**src/rtl/pc_unit_if.sv**
```systemverilog
// Request/response bundle between the decode/execute control and pc_unit.
// Requests come from the control side; the fetch PC and status flags are returned.
interface pc_unit_if #(parameter int ADDR_WIDTH = 32);
  logic                  stall;
  logic                  br_taken;
  logic [15:0]           br_imm;
  logic                  jmp;
  logic [25:0]           jmp_target;
  logic                  jr;
  logic [ADDR_WIDTH-1:0] jr_addr;
  logic                  exc;
  logic [ADDR_WIDTH-1:0] pc;
  logic [ADDR_WIDTH-1:0] pc_plus4;
  logic                  redirect_pending;
  logic                  misaligned;

  modport master (
    output stall, br_taken, br_imm, jmp, jmp_target, jr, jr_addr, exc,
    input  pc, pc_plus4, redirect_pending, misaligned
  );
  modport slave (
    input  stall, br_taken, br_imm, jmp, jmp_target, jr, jr_addr, exc,
    output pc, pc_plus4, redirect_pending, misaligned
  );
endinterface

```
**src/rtl/pc_unit.sv**
```systemverilog
// Fetch program counter with next-PC select and a one-entry redirect buffer for stalls.
// Define PC_UNIT_DELAY_SLOT_EN to give br/jmp/jr a MIPS branch delay slot.
module pc_unit #(
  parameter int          ADDR_WIDTH = 32,
  parameter logic [31:0] RESET_PC   = 32'h0000_3000,
  parameter logic [31:0] EXC_VECTOR = 32'h0000_4180
) (
  input logic       clk,
  input logic       rst,
  pc_unit_if.slave  bus
);
  localparam int AW = ADDR_WIDTH;
  localparam logic [AW-1:0] RST_V = AW'(RESET_PC);
  localparam logic [AW-1:0] EXC_V = AW'(EXC_VECTOR);

  logic [AW-1:0] pc, pc_plus4, pend_tgt, tgt_n, pc_n, sel_tgt;
  logic [AW-1:0] br_tgt, jmp_tgt, jr_tgt;
  logic          pend, pend_n, pend_exc, exc_n, mis, mis_n, req, jr_acc;
`ifdef PC_UNIT_DELAY_SLOT_EN
  logic          pend_slot, slot_n;
`endif

  assign pc_plus4 = pc + AW'(4);
  assign br_tgt   = pc_plus4 + {{(AW-18){bus.br_imm[15]}}, bus.br_imm, 2'b00};
  assign jmp_tgt  = {pc_plus4[AW-1:28], bus.jmp_target, 2'b00};
  assign jr_tgt   = {bus.jr_addr[AW-1:2], 2'b00};
  assign req      = bus.exc | bus.jr | bus.jmp | bus.br_taken;

  always_comb begin
    sel_tgt = br_tgt;
    if (bus.exc)      sel_tgt = EXC_V;
    else if (bus.jr)  sel_tgt = jr_tgt;
    else if (bus.jmp) sel_tgt = jmp_tgt;
  end

  always_comb begin
    pc_n   = pc;
    pend_n = pend;
    tgt_n  = pend_tgt;
    exc_n  = pend_exc;
    jr_acc = 1'b0;
`ifndef PC_UNIT_DELAY_SLOT_EN
    if (!bus.stall) begin
      pend_n = 1'b0;
      exc_n  = 1'b0;
      if (req) begin
        pc_n   = sel_tgt;
        jr_acc = bus.jr & ~bus.exc;
      end else if (pend) begin
        pc_n = pend_tgt;
      end else begin
        pc_n = pc_plus4;
      end
    end else if (req && !(pend_exc && !bus.exc)) begin
      // a buffered exception can only be displaced by another exception
      pend_n = 1'b1;
      tgt_n  = sel_tgt;
      exc_n  = bus.exc;
      jr_acc = bus.jr & ~bus.exc;
    end
`else
    slot_n = pend_slot;
    if (!bus.stall) begin
      if (bus.exc) begin
        pc_n = EXC_V; pend_n = 1'b0; exc_n = 1'b0; slot_n = 1'b0;
      end else if (pend && (pend_slot || pend_exc)) begin
        pc_n = pend_tgt; pend_n = 1'b0; exc_n = 1'b0; slot_n = 1'b0;
      end else if (pend) begin
        // a branch buffered during a stall still executes its slot first
        pc_n   = pc_plus4;
        slot_n = 1'b1;
      end else if (req) begin
        pc_n   = pc_plus4;
        pend_n = 1'b1;
        tgt_n  = sel_tgt;
        slot_n = 1'b1;
        jr_acc = bus.jr;
      end else begin
        pc_n = pc_plus4;
      end
    end else if (bus.exc || (req && !(pend && (pend_slot || pend_exc)))) begin
      pend_n = 1'b1;
      tgt_n  = sel_tgt;
      exc_n  = bus.exc;
      slot_n = 1'b0;
      jr_acc = bus.jr & ~bus.exc;
    end
`endif
    mis_n = jr_acc & (|bus.jr_addr[1:0]);
  end

  always_ff @(posedge clk) begin
    if (rst) begin
      pc       <= RST_V;
      pend     <= 1'b0;
      pend_tgt <= '0;
      pend_exc <= 1'b0;
      mis      <= 1'b0;
`ifdef PC_UNIT_DELAY_SLOT_EN
      pend_slot <= 1'b0;
`endif
    end else begin
      pc       <= pc_n;
      pend     <= pend_n;
      pend_tgt <= tgt_n;
      pend_exc <= exc_n;
      mis      <= mis_n;
`ifdef PC_UNIT_DELAY_SLOT_EN
      pend_slot <= slot_n;
`endif
    end
  end

  assign bus.pc               = pc;
  assign bus.pc_plus4         = pc_plus4;
  assign bus.redirect_pending = pend;
  assign bus.misaligned       = mis;
endmodule

```
**src/flat_wrapper.sv**
```systemverilog
// flat-port wrapper written by rule: the top's interface ports become plain ports
module pc_unit_flat 
#(
  parameter int          ADDR_WIDTH = 32,
  parameter logic [31:0] RESET_PC   = 32'h0000_3000,
  parameter logic [31:0] EXC_VECTOR = 32'h0000_4180
)
  (clk, rst, bus_stall, bus_br_taken, bus_br_imm, bus_jmp, bus_jmp_target, bus_jr, bus_jr_addr, bus_exc, bus_pc, bus_pc_plus4, bus_redirect_pending, bus_misaligned);
  pc_unit_if #(.ADDR_WIDTH(ADDR_WIDTH)) bus_i ();
  input logic clk;
  input logic rst;
  input wire logic [$bits(bus_i.stall)-1:0] bus_stall;
  input wire logic [$bits(bus_i.br_taken)-1:0] bus_br_taken;
  input wire logic [$bits(bus_i.br_imm)-1:0] bus_br_imm;
  input wire logic [$bits(bus_i.jmp)-1:0] bus_jmp;
  input wire logic [$bits(bus_i.jmp_target)-1:0] bus_jmp_target;
  input wire logic [$bits(bus_i.jr)-1:0] bus_jr;
  input wire logic [$bits(bus_i.jr_addr)-1:0] bus_jr_addr;
  input wire logic [$bits(bus_i.exc)-1:0] bus_exc;
  output wire logic [$bits(bus_i.pc)-1:0] bus_pc;
  output wire logic [$bits(bus_i.pc_plus4)-1:0] bus_pc_plus4;
  output wire logic [$bits(bus_i.redirect_pending)-1:0] bus_redirect_pending;
  output wire logic [$bits(bus_i.misaligned)-1:0] bus_misaligned;
  assign bus_i.stall = bus_stall;
  assign bus_i.br_taken = bus_br_taken;
  assign bus_i.br_imm = bus_br_imm;
  assign bus_i.jmp = bus_jmp;
  assign bus_i.jmp_target = bus_jmp_target;
  assign bus_i.jr = bus_jr;
  assign bus_i.jr_addr = bus_jr_addr;
  assign bus_i.exc = bus_exc;
  assign bus_pc = bus_i.pc;
  assign bus_pc_plus4 = bus_i.pc_plus4;
  assign bus_redirect_pending = bus_i.redirect_pending;
  assign bus_misaligned = bus_i.misaligned;
  pc_unit #(.ADDR_WIDTH(ADDR_WIDTH), .RESET_PC(RESET_PC), .EXC_VECTOR(EXC_VECTOR)) u_core (.clk(clk), .rst(rst), .bus(bus_i));
endmodule
```
**config.mk**
```make
export PLATFORM = sky130hd
export DESIGN_NAME = pc_unit_flat
export DESIGN_NICKNAME = d
export VERILOG_FILES = /design/src/rtl/pc_unit_if.sv /design/src/rtl/pc_unit.sv /design/src/flat_wrapper.sv
export SDC_FILE = /design/constraint.sdc
export NUM_CORES = 1
export LEC_CHECK = 0
export CORE_MARGIN = 5
export CORE_UTILIZATION = 51
export CTS_CLUSTER_SIZE = 25
export DETAILED_ROUTE_END_ITERATION = 7
export PLACE_DENSITY = 0.82
export SLEW_MARGIN = 20
export SYNTH_ARGS = -nofsm -noshare
export SYNTH_HDL_FRONTEND = slang
export SYNTH_SLANG_ARGS = --single-unit
```
**constraint.sdc**
```tcl
create_clock -name clk -period 4.5 [get_ports clk]
set_clock_uncertainty 0.15 [all_clocks]
set_input_delay 0.675 -clock clk [delete_from_list [all_inputs] [get_ports clk]]
set_output_delay 0.675 -clock clk [all_outputs]
set_load 0.02 [all_outputs]
```
==> reports/metrics.cfg <==
[clock_tree]
clk_pin_slew_ps = 60
cts_buffers = 9
cts.path.max_buffers = 2
cts_tree = built
postCtsSetupBuffers = 0
cts_sinks = 67
cts_root_buffer = clkbuf_16
h-tree-depth = 3
insertion_delay_ps = 340

[synth]
avgSynthCellArea_um2 = 7.46
async_flop_share = 0
ys_seq_area_frac = 0.219
yosys_register_bits = 67
syn_inst = 821
yosys_warnings = 0
synth.distinct_cells = 80
synth_fp_nets = 937
synth_area_um2 = 6130
synth-edff-count = 0
synth_top_flop_cell = dfxtp_1

[floorplanning]
start_util = 0.514
core_area_um2 = 11900
die-area_um2 = 14300
rows = 40
die_h_um = 120
die-width_um = 120
pin_count = 147

[worst_setup_path]
r2r_start = u_core.bus.pc[10]$_SDFFE_PP0N_
critPathRequiredTime_ps = 4530
rrSetupSlack_ps = 240
reg2reg_depth = 16
crit_arrival_ps = 4290
rr_endpoint = u_core.bus.pc[31]$_SDFFE_PP0N_
startpoint_type = register
cp_max_fo = 6
crit_path_end_kind = register
criticalPathCategory = reg2reg

[grt]
grt_overflow = 0
grt_pass1_wl_um = 36400
grt_antenna_before_repair = 0
grt.total_usage = 0.321
grt_max_degree = 49
grt_pass1_vias = 6707

[sta]
slew_violations = 0
hold_viol_final = 0
clock.fmax_ghz = 0.234
finalSetupTns_ps = 0
post-route-period-util = 0.948
period_needed_ps = 4260
report.final.setup_viol = 0
relSlewSlack = 0.364
worst_pin_slew_ps = 953

[route]
dr_wl_met3_um = 2350
viasPerCell = 6.34
drtIter0Drc = 660
vias = 7047
met2WireLength_um = 11400
drc = 0
wl_met1_um = 9130
wl_per_cell_um = 21.5
finalWirelength_um = 23900
ant_nets = 0
dr.pass1.iters = 7
top_layer_used = met4

[placed_design]
hpwl_um = 17500
port_buffers = 146
gp_congestion = 0.995

[worst_hold_path]
min_path_cells = 2
hold_start = u_core.pend_tgt[4]$_SDFFE_PP0P_
hp-class = reg2reg
hold_end = u_core.pend_tgt[4]$_SDFFE_PP0P_

[final_layout]
mostFrequentLayoutCell = clkdlybuf4s50_1
layout_common_cells = clkdlybuf4s50_1 (145), nor2_1 (92), nand2_1 (88), a21oi_1 (69), dfxtp_1 (65)
diodes = 0
fin_nets = 1076
drive_gt1_frac = 0.0995
fillCellCount = 1026
area_delta_synth_final_pct = 32.0

[power_and_ir_drop]
finalPower_mw = 2.12
power_density_nw_per_um2 = 262
p_leak_nw = 3.19
ir_drop_uv = 213

[flow_run]
maxCapViolCount = 0

[run_status]
outcome = finished, final reports clean

registers in the layout, indices dropped and copies added, names as in the netlist:
name                         count
u_core.bus.misaligned            1
u_core.pend_tgt                 32
u_core.bus.redirect_pending      1
u_core.bus.pc                   32
u_core.pend_exc                  1
cell type report:
type | count | area [µm²] | share of cell area
Clock buffer | 14 | 264 | 0.0326
Clock inverter | 2 | 10.0 | 0.00124
Inverter | 23 | 86.3 | 0.0107
Multi-Input combinational cell | 675 | 4460 | 0.551
Sequential cell | 67 | 1340 | 0.166
Tap cell | 147 | 184 | 0.0227
Timing Repair Buffer | 184 | 1740 | 0.215
metrics by stage:
stage / instance area, µm² / cells / hold slack, ps / setup WS, ps / util
CTS: 7990 / 1112 / 302 / 16.8 / 0.671
floorplan: 6130 / 821 / 281 / 257 / -
global placement: 7720 / 1096 / 287 / 99.9 / 0.648
finish: 8090 / 1112 / 303 / 235 / 0.679
global route: 8090 / 1112 / 316 / -26.9 / 0.679
detailed placement: 7720 / 1096 / 294 / 2.08 / 0.648
power by group:
group          leakage [nW]  internal [mW]  switching (mW)
combinational          2.51          0.348           0.444
clock                 0.137          0.402           0.260
sequential            0.551          0.630          0.0387
total                  3.19           1.38           0.742
per-layer routing:
metal / up-vias / GRT usage
met5: - / 0
met4: 0 / 0.142
met3: 69 / 0.0749
met2: 434 / 0.539
met1: 3266 / 0.392
li1: 3278 / -
cell families (layout without fill, tap and decap cells):
logic type	Yosys count	count (layout)	share of synthesized area
buffers and inverters	79	223	0.0688
flip-flops	67	67	0.219
multiplexers	26	26	0.0437
adder cells (fa/ha/maj)	35	35	0.0727
XOR/XNOR	45	45	0.0656
AO/OA/AOI/OAI	240	240	0.268
AND/OR/NAND/NOR	329	329	0.262
synthesized netlist by cell type (all sizes together), types with 12 or more instances:
| cell type | instances | area, µm² |
|---|---|---|
| o21ai | 40 | 200 |
| inv | 23 | 86.3 |
| xor2 | 13 | 114 |
| mux2i | 20 | 200 |
| ha | 34 | 425 |
| dfxtp | 67 | 1340 |
| nor3 | 27 | 140 |
| o211ai | 16 | 120 |
| nand3 | 35 | 180 |
| and3 | 13 | 88.8 |
| a21o | 12 | 91.3 |
| a21oi | 72 | 375 |
| nor2 | 94 | 360 |
| xnor2 | 32 | 288 |
| clkbuf | 49 | 274 |
| a211oi | 17 | 133 |
| nand2 | 89 | 337 |
critical path, cell delays in order, from the launching register on:
cell and delay (ps):
dfxtp_1 440, and4_2 310, nand4_1 200, nor4_4 440
nand3_1 170, xnor2_1 280, ha_1 310, inv_1 120
o21bai_1 120, a21o_1 190, a2111oi_1 440, o21bai_1 150
a41oi_2 190, a21o_1 100, nand2_1 40, a221oi_1 320
a31oi_1 130
what timing repair did:
item | CTS | global route
gates resized for setup | 1 | 22
pin swaps | 0 | 2
hold buffers | 0 | 0
setup endpoints to repair | 2 | 13
how the worst max path moves through the flow:
stage / startpoint / endpoint / slack (ps) / cells past startpoint
after global routing: u_core.bus.pc[10]$_SDFFE_PP0N_ / u_core.bus.pc[28]$_SDFFE_PP0N_ / -30 / 16
after global placement: u_core.bus.pc[2]$_SDFFE_PP0N_ / u_core.pend_tgt[23]$_SDFFE_PP0P_ / 100 / 16
after floorplan: u_core.bus.pc[6]$_SDFFE_PP0N_ / u_core.bus.pc[31]$_SDFFE_PP0N_ / 260 / 16
final: u_core.bus.pc[10]$_SDFFE_PP0N_ / u_core.bus.pc[31]$_SDFFE_PP0N_ / 240 / 16
after detailed placement: u_core.bus.pc[2]$_SDFFE_PP0N_ / u_core.pend_tgt[23]$_SDFFE_PP0P_ / 2 / 16
after CTS: u_core.bus.pc[2]$_SDFFE_PP0N_ / u_core.pend_tgt[23]$_SDFFE_PP0P_ / 20 / 16
(Power assumes the default switching activity.)
